$ cat src/rtl/ram_arbiter_if.sv
// ---------------------------------------------------------------------------
// ram_arbiter_if
// Bundle of every signal between the two requesters, the arbiter and the
// 4-word register-cell RAM.
//
// Handshake (req/ack): a requester raises reqN with weN/addrN/wdataN and
// holds all four stable until it sees ackN high for one cycle; it drops reqN
// on the edge that ends that ack cycle. ackN is a single-cycle pulse. rdata
// is valid while the ack is high and holds until the next read completes.
//
// Signals
//   req0/we0/addr0/wdata0, ack0  : requester 0 (CPU core)
//   req1/we1/addr1/wdata1, ack1  : requester 1 (loader / DMA)
//   rdata                        : captured read data
//   grant                        : index of current / last granted requester
//   busy                         : arbiter is not idle
//   ram_sel/ram_rw/ram_wdata     : RAM word select, write strobe, write data
//   ram_rdata                    : RAM read data
//
// Modports
//   master : requester + RAM side (drives requests and ram_rdata)
//   slave  : the arbiter
// ---------------------------------------------------------------------------
interface ram_arbiter_if #(
  parameter int DATA_W = 8,
  parameter int ADDR_W = 2
);

  logic              req0;
  logic              we0;
  logic [ADDR_W-1:0] addr0;
  logic [DATA_W-1:0] wdata0;
  logic              ack0;

  logic              req1;
  logic              we1;
  logic [ADDR_W-1:0] addr1;
  logic [DATA_W-1:0] wdata1;
  logic              ack1;

  logic [DATA_W-1:0] rdata;
  logic              grant;
  logic              busy;

  logic [ADDR_W-1:0] ram_sel;
  logic              ram_rw;
  logic [DATA_W-1:0] ram_wdata;
  logic [DATA_W-1:0] ram_rdata;

  modport master (
    output req0, we0, addr0, wdata0,
    output req1, we1, addr1, wdata1,
    output ram_rdata,
    input  ack0, ack1, rdata, grant, busy,
    input  ram_sel, ram_rw, ram_wdata
  );

  modport slave (
    input  req0, we0, addr0, wdata0,
    input  req1, we1, addr1, wdata1,
    input  ram_rdata,
    output ack0, ack1, rdata, grant, busy,
    output ram_sel, ram_rw, ram_wdata
  );

endinterface

$ cat src/rtl/ram_arbiter.sv
// ---------------------------------------------------------------------------
// ram_arbiter
// Two-port round-robin arbiter and access sequencer for the 4-word x 8-bit
// register-cell RAM. Two requesters share the single RAM port through a
// req/ack handshake; the arbiter owns the RAM select, write strobe and write
// data, and returns captured read data.
//
// Ports
//   clk          : system clock, rising edge
//   rst_n        : synchronous active-low reset
//   bus          : ram_arbiter_if.slave (requesters + RAM signals)
//   o_dbg_state  : current FSM state (0 IDLE, 1 ACCESS, 2 DONE)
//
// Parameters
//   DATA_W : RAM word width
//   ADDR_W : RAM address width
//   RD_LAT : cycles ram_sel is held before ram_rdata is captured (1..3)
//
// Transaction timing (counted from the IDLE cycle whose closing edge grants):
//   write : ACCESS 1 cycle, ack visible 2 cycles after the grant edge's cycle
//   read  : ACCESS RD_LAT cycles, ack 1 + RD_LAT cycles after
// ---------------------------------------------------------------------------
module ram_arbiter #(
  parameter int DATA_W = 8,
  parameter int ADDR_W = 2,
  parameter int RD_LAT = 1
) (
  input  logic         clk,
  input  logic         rst_n,
  ram_arbiter_if.slave bus,
  output logic [1:0]   o_dbg_state
);

  typedef enum logic [1:0] {
    S_IDLE   = 2'd0,
    S_ACCESS = 2'd1,
    S_DONE   = 2'd2
  } state_t;

  // Two bits cover RD_LAT up to 3 (count runs 0..RD_LAT-1).
  localparam int               CNT_W    = 2;
  localparam logic [CNT_W-1:0] LAST_CNT = CNT_W'(RD_LAT - 1);

  state_t            r_state;
  state_t            w_next_state;

  logic              r_grant;
  logic              r_we;
  logic [ADDR_W-1:0] r_addr;
  logic [DATA_W-1:0] r_wdata;
  logic [DATA_W-1:0] r_rdata;
  logic [CNT_W-1:0]  r_cnt;

  logic              w_win_valid;
  logic              w_win_idx;
  logic              w_win_we;
  logic [ADDR_W-1:0] w_win_addr;
  logic [DATA_W-1:0] w_win_wdata;
  logic              w_take;
  logic              w_cnt_done;
  logic              w_capture;

  // -------------------------------------------------------------------------
  // Arbitration. On a tie the requester that did not win last time gets the
  // port; grant resets to 1 so requester 0 wins the first tie.
  // -------------------------------------------------------------------------
  always_comb begin
    w_win_valid = bus.req0 | bus.req1;
    if (bus.req0 && bus.req1) begin
      w_win_idx = ~r_grant;
    end else begin
      w_win_idx = bus.req1;
    end
  end

  always_comb begin
    if (w_win_idx) begin
      w_win_we    = bus.we1;
      w_win_addr  = bus.addr1;
      w_win_wdata = bus.wdata1;
    end else begin
      w_win_we    = bus.we0;
      w_win_addr  = bus.addr0;
      w_win_wdata = bus.wdata0;
    end
  end

  // Requests are sampled only in IDLE; later input changes are ignored
  // because the winner's command is registered at the grant edge.
  assign w_take     = (r_state == S_IDLE) && w_win_valid;
  assign w_cnt_done = (r_cnt == LAST_CNT);
  assign w_capture  = (r_state == S_ACCESS) && !r_we && w_cnt_done;

  // -------------------------------------------------------------------------
  // FSM: state register
  // -------------------------------------------------------------------------
  always_ff @(posedge clk) begin
    if (!rst_n) begin
      r_state <= S_IDLE;
    end else begin
      r_state <= w_next_state;
    end
  end

  // -------------------------------------------------------------------------
  // FSM: next-state logic
  // -------------------------------------------------------------------------
  always_comb begin
    w_next_state = r_state;
    case (r_state)
      S_IDLE: begin
        if (w_win_valid) begin
          w_next_state = S_ACCESS;
        end
      end
      S_ACCESS: begin
        // A write needs a single strobe cycle; a read waits out RD_LAT.
        if (r_we || w_cnt_done) begin
          w_next_state = S_DONE;
        end
      end
      S_DONE: begin
        w_next_state = S_IDLE;
      end
      default: begin
        w_next_state = S_IDLE;
      end
    endcase
  end

  // -------------------------------------------------------------------------
  // Command / data registers
  // -------------------------------------------------------------------------
  always_ff @(posedge clk) begin
    if (!rst_n) begin
      r_grant <= 1'b1;
      r_we    <= 1'b0;
      r_addr  <= '0;
      r_wdata <= '0;
      r_cnt   <= '0;
      r_rdata <= '0;
    end else begin
      if (w_take) begin
        r_grant <= w_win_idx;
        r_we    <= w_win_we;
        r_addr  <= w_win_addr;
        r_wdata <= w_win_wdata;
        r_cnt   <= '0;
      end else if ((r_state == S_ACCESS) && !r_we && !w_cnt_done) begin
        r_cnt <= r_cnt + CNT_W'(1);
      end

      // rdata changes only on a read capture, so it holds across writes.
      if (w_capture) begin
        r_rdata <= bus.ram_rdata;
      end
    end
  end

  // -------------------------------------------------------------------------
  // FSM: outputs. The write strobe is qualified by ACCESS so it can never be
  // high in IDLE or DONE.
  // -------------------------------------------------------------------------
  always_comb begin
    bus.ack0   = 1'b0;
    bus.ack1   = 1'b0;
    bus.busy   = 1'b0;
    bus.ram_rw = 1'b0;
    case (r_state)
      S_ACCESS: begin
        bus.busy   = 1'b1;
        bus.ram_rw = r_we;
      end
      S_DONE: begin
        bus.busy = 1'b1;
        bus.ack0 = ~r_grant;
        bus.ack1 = r_grant;
      end
      default: begin
        bus.busy = 1'b0;
      end
    endcase
  end

  // Select and write data come straight from the command registers, which
  // only change at a grant edge, so they hold their values outside ACCESS.
  assign bus.ram_sel   = r_addr;
  assign bus.ram_wdata = r_wdata;
  assign bus.rdata     = r_rdata;
  assign bus.grant     = r_grant;
  assign o_dbg_state   = r_state;

endmodule

$ cat src/flat_wrapper.sv
// flat-port wrapper written by rule: the top's interface ports become plain ports
module ram_arbiter_flat 
#(
  parameter int DATA_W = 8,
  parameter int ADDR_W = 2,
  parameter int RD_LAT = 1
)
  (clk, rst_n, o_dbg_state, bus_req0, bus_we0, bus_addr0, bus_wdata0, bus_req1, bus_we1, bus_addr1, bus_wdata1, bus_ram_rdata, bus_ack0, bus_ack1, bus_rdata, bus_grant, bus_busy, bus_ram_sel, bus_ram_rw, bus_ram_wdata);
  ram_arbiter_if #(.DATA_W(DATA_W), .ADDR_W(ADDR_W)) bus_i ();
  input  logic clk;
  input  logic rst_n;
  output logic [1:0] o_dbg_state;
  input wire logic [$bits(bus_i.req0)-1:0] bus_req0;
  input wire logic [$bits(bus_i.we0)-1:0] bus_we0;
  input wire logic [$bits(bus_i.addr0)-1:0] bus_addr0;
  input wire logic [$bits(bus_i.wdata0)-1:0] bus_wdata0;
  input wire logic [$bits(bus_i.req1)-1:0] bus_req1;
  input wire logic [$bits(bus_i.we1)-1:0] bus_we1;
  input wire logic [$bits(bus_i.addr1)-1:0] bus_addr1;
  input wire logic [$bits(bus_i.wdata1)-1:0] bus_wdata1;
  input wire logic [$bits(bus_i.ram_rdata)-1:0] bus_ram_rdata;
  output wire logic [$bits(bus_i.ack0)-1:0] bus_ack0;
  output wire logic [$bits(bus_i.ack1)-1:0] bus_ack1;
  output wire logic [$bits(bus_i.rdata)-1:0] bus_rdata;
  output wire logic [$bits(bus_i.grant)-1:0] bus_grant;
  output wire logic [$bits(bus_i.busy)-1:0] bus_busy;
  output wire logic [$bits(bus_i.ram_sel)-1:0] bus_ram_sel;
  output wire logic [$bits(bus_i.ram_rw)-1:0] bus_ram_rw;
  output wire logic [$bits(bus_i.ram_wdata)-1:0] bus_ram_wdata;
  assign bus_i.req0 = bus_req0;
  assign bus_i.we0 = bus_we0;
  assign bus_i.addr0 = bus_addr0;
  assign bus_i.wdata0 = bus_wdata0;
  assign bus_i.req1 = bus_req1;
  assign bus_i.we1 = bus_we1;
  assign bus_i.addr1 = bus_addr1;
  assign bus_i.wdata1 = bus_wdata1;
  assign bus_i.ram_rdata = bus_ram_rdata;
  assign bus_ack0 = bus_i.ack0;
  assign bus_ack1 = bus_i.ack1;
  assign bus_rdata = bus_i.rdata;
  assign bus_grant = bus_i.grant;
  assign bus_busy = bus_i.busy;
  assign bus_ram_sel = bus_i.ram_sel;
  assign bus_ram_rw = bus_i.ram_rw;
  assign bus_ram_wdata = bus_i.ram_wdata;
  ram_arbiter #(.DATA_W(DATA_W), .ADDR_W(ADDR_W), .RD_LAT(RD_LAT)) u_core (.clk(clk), .rst_n(rst_n), .bus(bus_i), .o_dbg_state(o_dbg_state));
endmodule
$ cat config.mk
export PLATFORM = sky130hd
export DESIGN_NAME = ram_arbiter_flat
export DESIGN_NICKNAME = d
export VERILOG_FILES = /design/src/rtl/ram_arbiter_if.sv /design/src/rtl/ram_arbiter.sv /design/src/flat_wrapper.sv
export SDC_FILE = /design/constraint.sdc
export NUM_CORES = 1
export LEC_CHECK = 0
export CORE_MARGIN = 10
export CORE_UTILIZATION = 34
export DETAILED_ROUTE_END_ITERATION = 8
export PLACE_DENSITY = 0.74
export SLEW_MARGIN = 30
export SYNTH_ARGS = -nofsm -noshare
export SYNTH_HDL_FRONTEND = slang
export SYNTH_SLANG_ARGS = --single-unit
export TNS_END_PERCENT = 100
$ cat constraint.sdc
create_clock -name clk -period 1.6 [get_ports clk]
set_clock_uncertainty 0.05 [all_clocks]
set_input_delay 0.24 -clock clk [delete_from_list [all_inputs] [get_ports clk]]
set_output_delay 0.24 -clock clk [all_outputs]
set_load 0.02 [all_outputs]
==> results.py <==
metrics = {
    "route": {
        "wl_met2_mm": 1.79,
        "vias_per_cell": 4.89,
        "first_iter_violations": 49,
        "ant_nets": 0,
        "wl_per_cell_um": 15.3,
        "met1_length_mm": 1.47,
        "highest_layer": "met4",
        "wl_mm": 3.48,
        "drc_errors": 0,
        "vias": 1114,
        "drt_pass1_iterations": 4,
        "met3WireLength_um": 187,
    },
    "timing": {
        "fin_crit_sh_pct": 98.0,
        "relSlewSlack_pct": 77.0,
        "worst_pin_slew_ps": 344,
        "hold_violations": 0,
        "setup_violations": 0,
        "min_period_ps": 1570,
        "rsz0062_at_grt": "true",
        "tns_ps": 0,
        "slew_viol_final": 0,
        "clock.fmax_ghz": 0.638,
    },
    "final_layout": {
        "finalNonFillerCells": 228,
        "syn_to_final_growth_pct": 74.5,
        "nNetsFinal": 224,
        "final_cell_mix": "clkdlybuf4s50_1, dfxtp_1, dlymetal6s2s_1, buf_4, nand2_1",
        "final_core_util_pct": 62.3,
        "final_common_cell": "clkdlybuf4s50_1",
        "area.sequential_sq_um": 483,
        "multi_input_area_sq_um": 593,
        "layout-drive-gt1-share_pct": 19.0,
        "antenna_cells": 0,
        "fillers": 285,
    },
    "power": {
        "power_uw": 1640,
        "p_leak_uw": 0.00105,
        "power_density_nw_per_um2": 854,
        "vdd_drop_max_mv": 0.427,
    },
    "worst_setup_path": {
        "start_kind": "register",
        "arrival_ps": 1740,
        "crit_slowest_cell": "a221o_2",
        "criticalPathCategory": "reg2reg",
        "crit_fanout": 11,
        "cpPeakStageDelay_ps": 390,
        "end_kind": "register",
        "path_cells": "inv_1 > ha_2 > buf_4 > o21ai_2 > and2_4 > a221o_2",
        "crit_required_ps": 1770,
        "cp_top_family": "compound AO/OA/AOI/OAI gates",
        "cp_num_buf_inv": 2,
    },
    "place": {
        "placed_cells": 223,
        "dpl.hpwl_mm": 2.76,
        "gp_congestion": 0.703,
        "port_buffers": 58,
    },
    "cts": {
        "cts-root-buf": "clkbuf_4",
        "numCtsBuffers": 3,
        "cts_buffer_depth": 2,
        "cts_tree": "yes",
        "h-tree-depth": 1,
        "clock_latency_ps": 310,
        "cts_hold_buf": 0,
        "path_clk_slew_ps": 140,
        "clkSinkCount": 24,
    },
    "grt": {
        "grt_antenna_before_repair": 0,
        "track_usage_pct": 11.2,
        "globalRouteOverflowTotal": 0,
        "grt_pass1_vias": 1159,
        "grt_max_degree": 16,
        "grt_first_pass_wirelength_mm": 5.55,
    },
    "synthesis": {
        "synth_top_cell_by_area": "dfxtp_1",
        "ys_seq_area_share_pct": 43.7,
        "syn_area_per_cell_sq_um": 9.55,
        "ys_ff_latch": 24,
        "synth_area_leaders": "dfxtp_1, a221o_1, mux2i_1",
        "netlist_area_sq_um": 1100,
        "syn_inst": 115,
        "synth_warnings": 0,
        "synth_top_area_share_pct": 43.7,
        "syn_nets": 154,
        "yosysUniqueCellTypes": 24,
    },
    "floorplanning": {
        "dieArea_sq_um": 5900,
        "initial_core_util_pct": 35.7,
        "core_sq_um": 3080,
        "die_w_um": 76.8,
        "num_rows": 20,
        "die_h_um": 76.8,
        "ios": 59,
    },
    "status": {
        "status": "finished clean",
    },
    "min_path": {
        "hold_path_class": "reg2reg",
    },
    "flow_run": {
        "cap_violations": 0,
    },
}
-- repair_timing --
item / CTS / global route
endpoints found under the setup margin: 19 / 34
setup buffers: 0 / 1
cloned: 0 / 0
resized for setup: 23 / 25
-- report_power, final --
group / internal (uW) / switching [uW] / total [uW] / leakage [uW]
logic: 280 / 231 / 511 / 0.000825
clock network: 253 / 182 / 435 / 0.0000279
registers: 654 / 36.6 / 691 / 0.000198
-- flip-flops by register name (all words and copies together), names as in the netlist --
name / count
u_core.r_we: 1
u_core.bus.grant: 1
u_core.bus.ram_sel: 2
u_core.r_cnt: 2
u_core.o_dbg_state: 2
u_core.bus.rdata: 8
u_core.bus.ram_wdata: 8
-- per-layer routing --
layer / up-vias / GRT usage (%)
met5: - / 0
met4: 0 / 3.90
met3: 2 / 2.45
met2: 50 / 19.6
met1: 521 / 13.1
li1: 541 / -
-- worst paths after layout --
check / slack, ps / end / cells after the start / startpoint
worst max-delay path: 30 / u_core.bus.ram_wdata[3] / 6 / u_core.o_dbg_state[1]
worst min register to register: 450 / u_core.bus.ram_sel[0] / 1 / u_core.bus.ram_sel[0]
worst max register to register: 30 / u_core.bus.ram_wdata[3] / 6 / u_core.o_dbg_state[1]
worst min-delay path: 450 / u_core.bus.ram_sel[0] / 1 / u_core.bus.ram_sel[0]
-- kinds of logic after synthesis --
logic type	synth area share [%]
simple gates	21.8
flops	43.7
compound gates	14.1
buf+inv	4.78
mux	9.11
fa+ha+maj	5.69
xor+xnor	0.797
-- synthesized netlist by cell type (all sizes together) --
master and count:
nor3 11, mux2i 10, nor2 3, nand2 15
and2 3, ha 5, and3 1, xnor2 1
o211a 1, a221o 11, buf 4, clkbuf 3
nor3b 1, nand3 1, inv 4, o21ai 3
dfxtp 24, nand3b 1, nor2b 10, a21oi 3
-- stage by stage --
step                instance area, sq um  worst slack (ps)  hold slack (ps)
global placement                    1810              -263              420
CTS                                 1850              3.47              460
detailed placement                  1810              -318              425
finish                              1920              31.4              451
floorplan                           1100              3.23              318
global route                        1920             -30.9              463
-- final cells by class --
cell class | count | share of cell area (%)
clock buffers | 3 | 1.17
clock inverters | 1 | 1.57
inverters | 4 | 0.783
multi-input cells | 80 | 30.9
flip-flops and latches | 24 | 25.2
well taps | 44 | 2.87
repair buffers | 72 | 37.5
(Power assumes the default switching activity.)
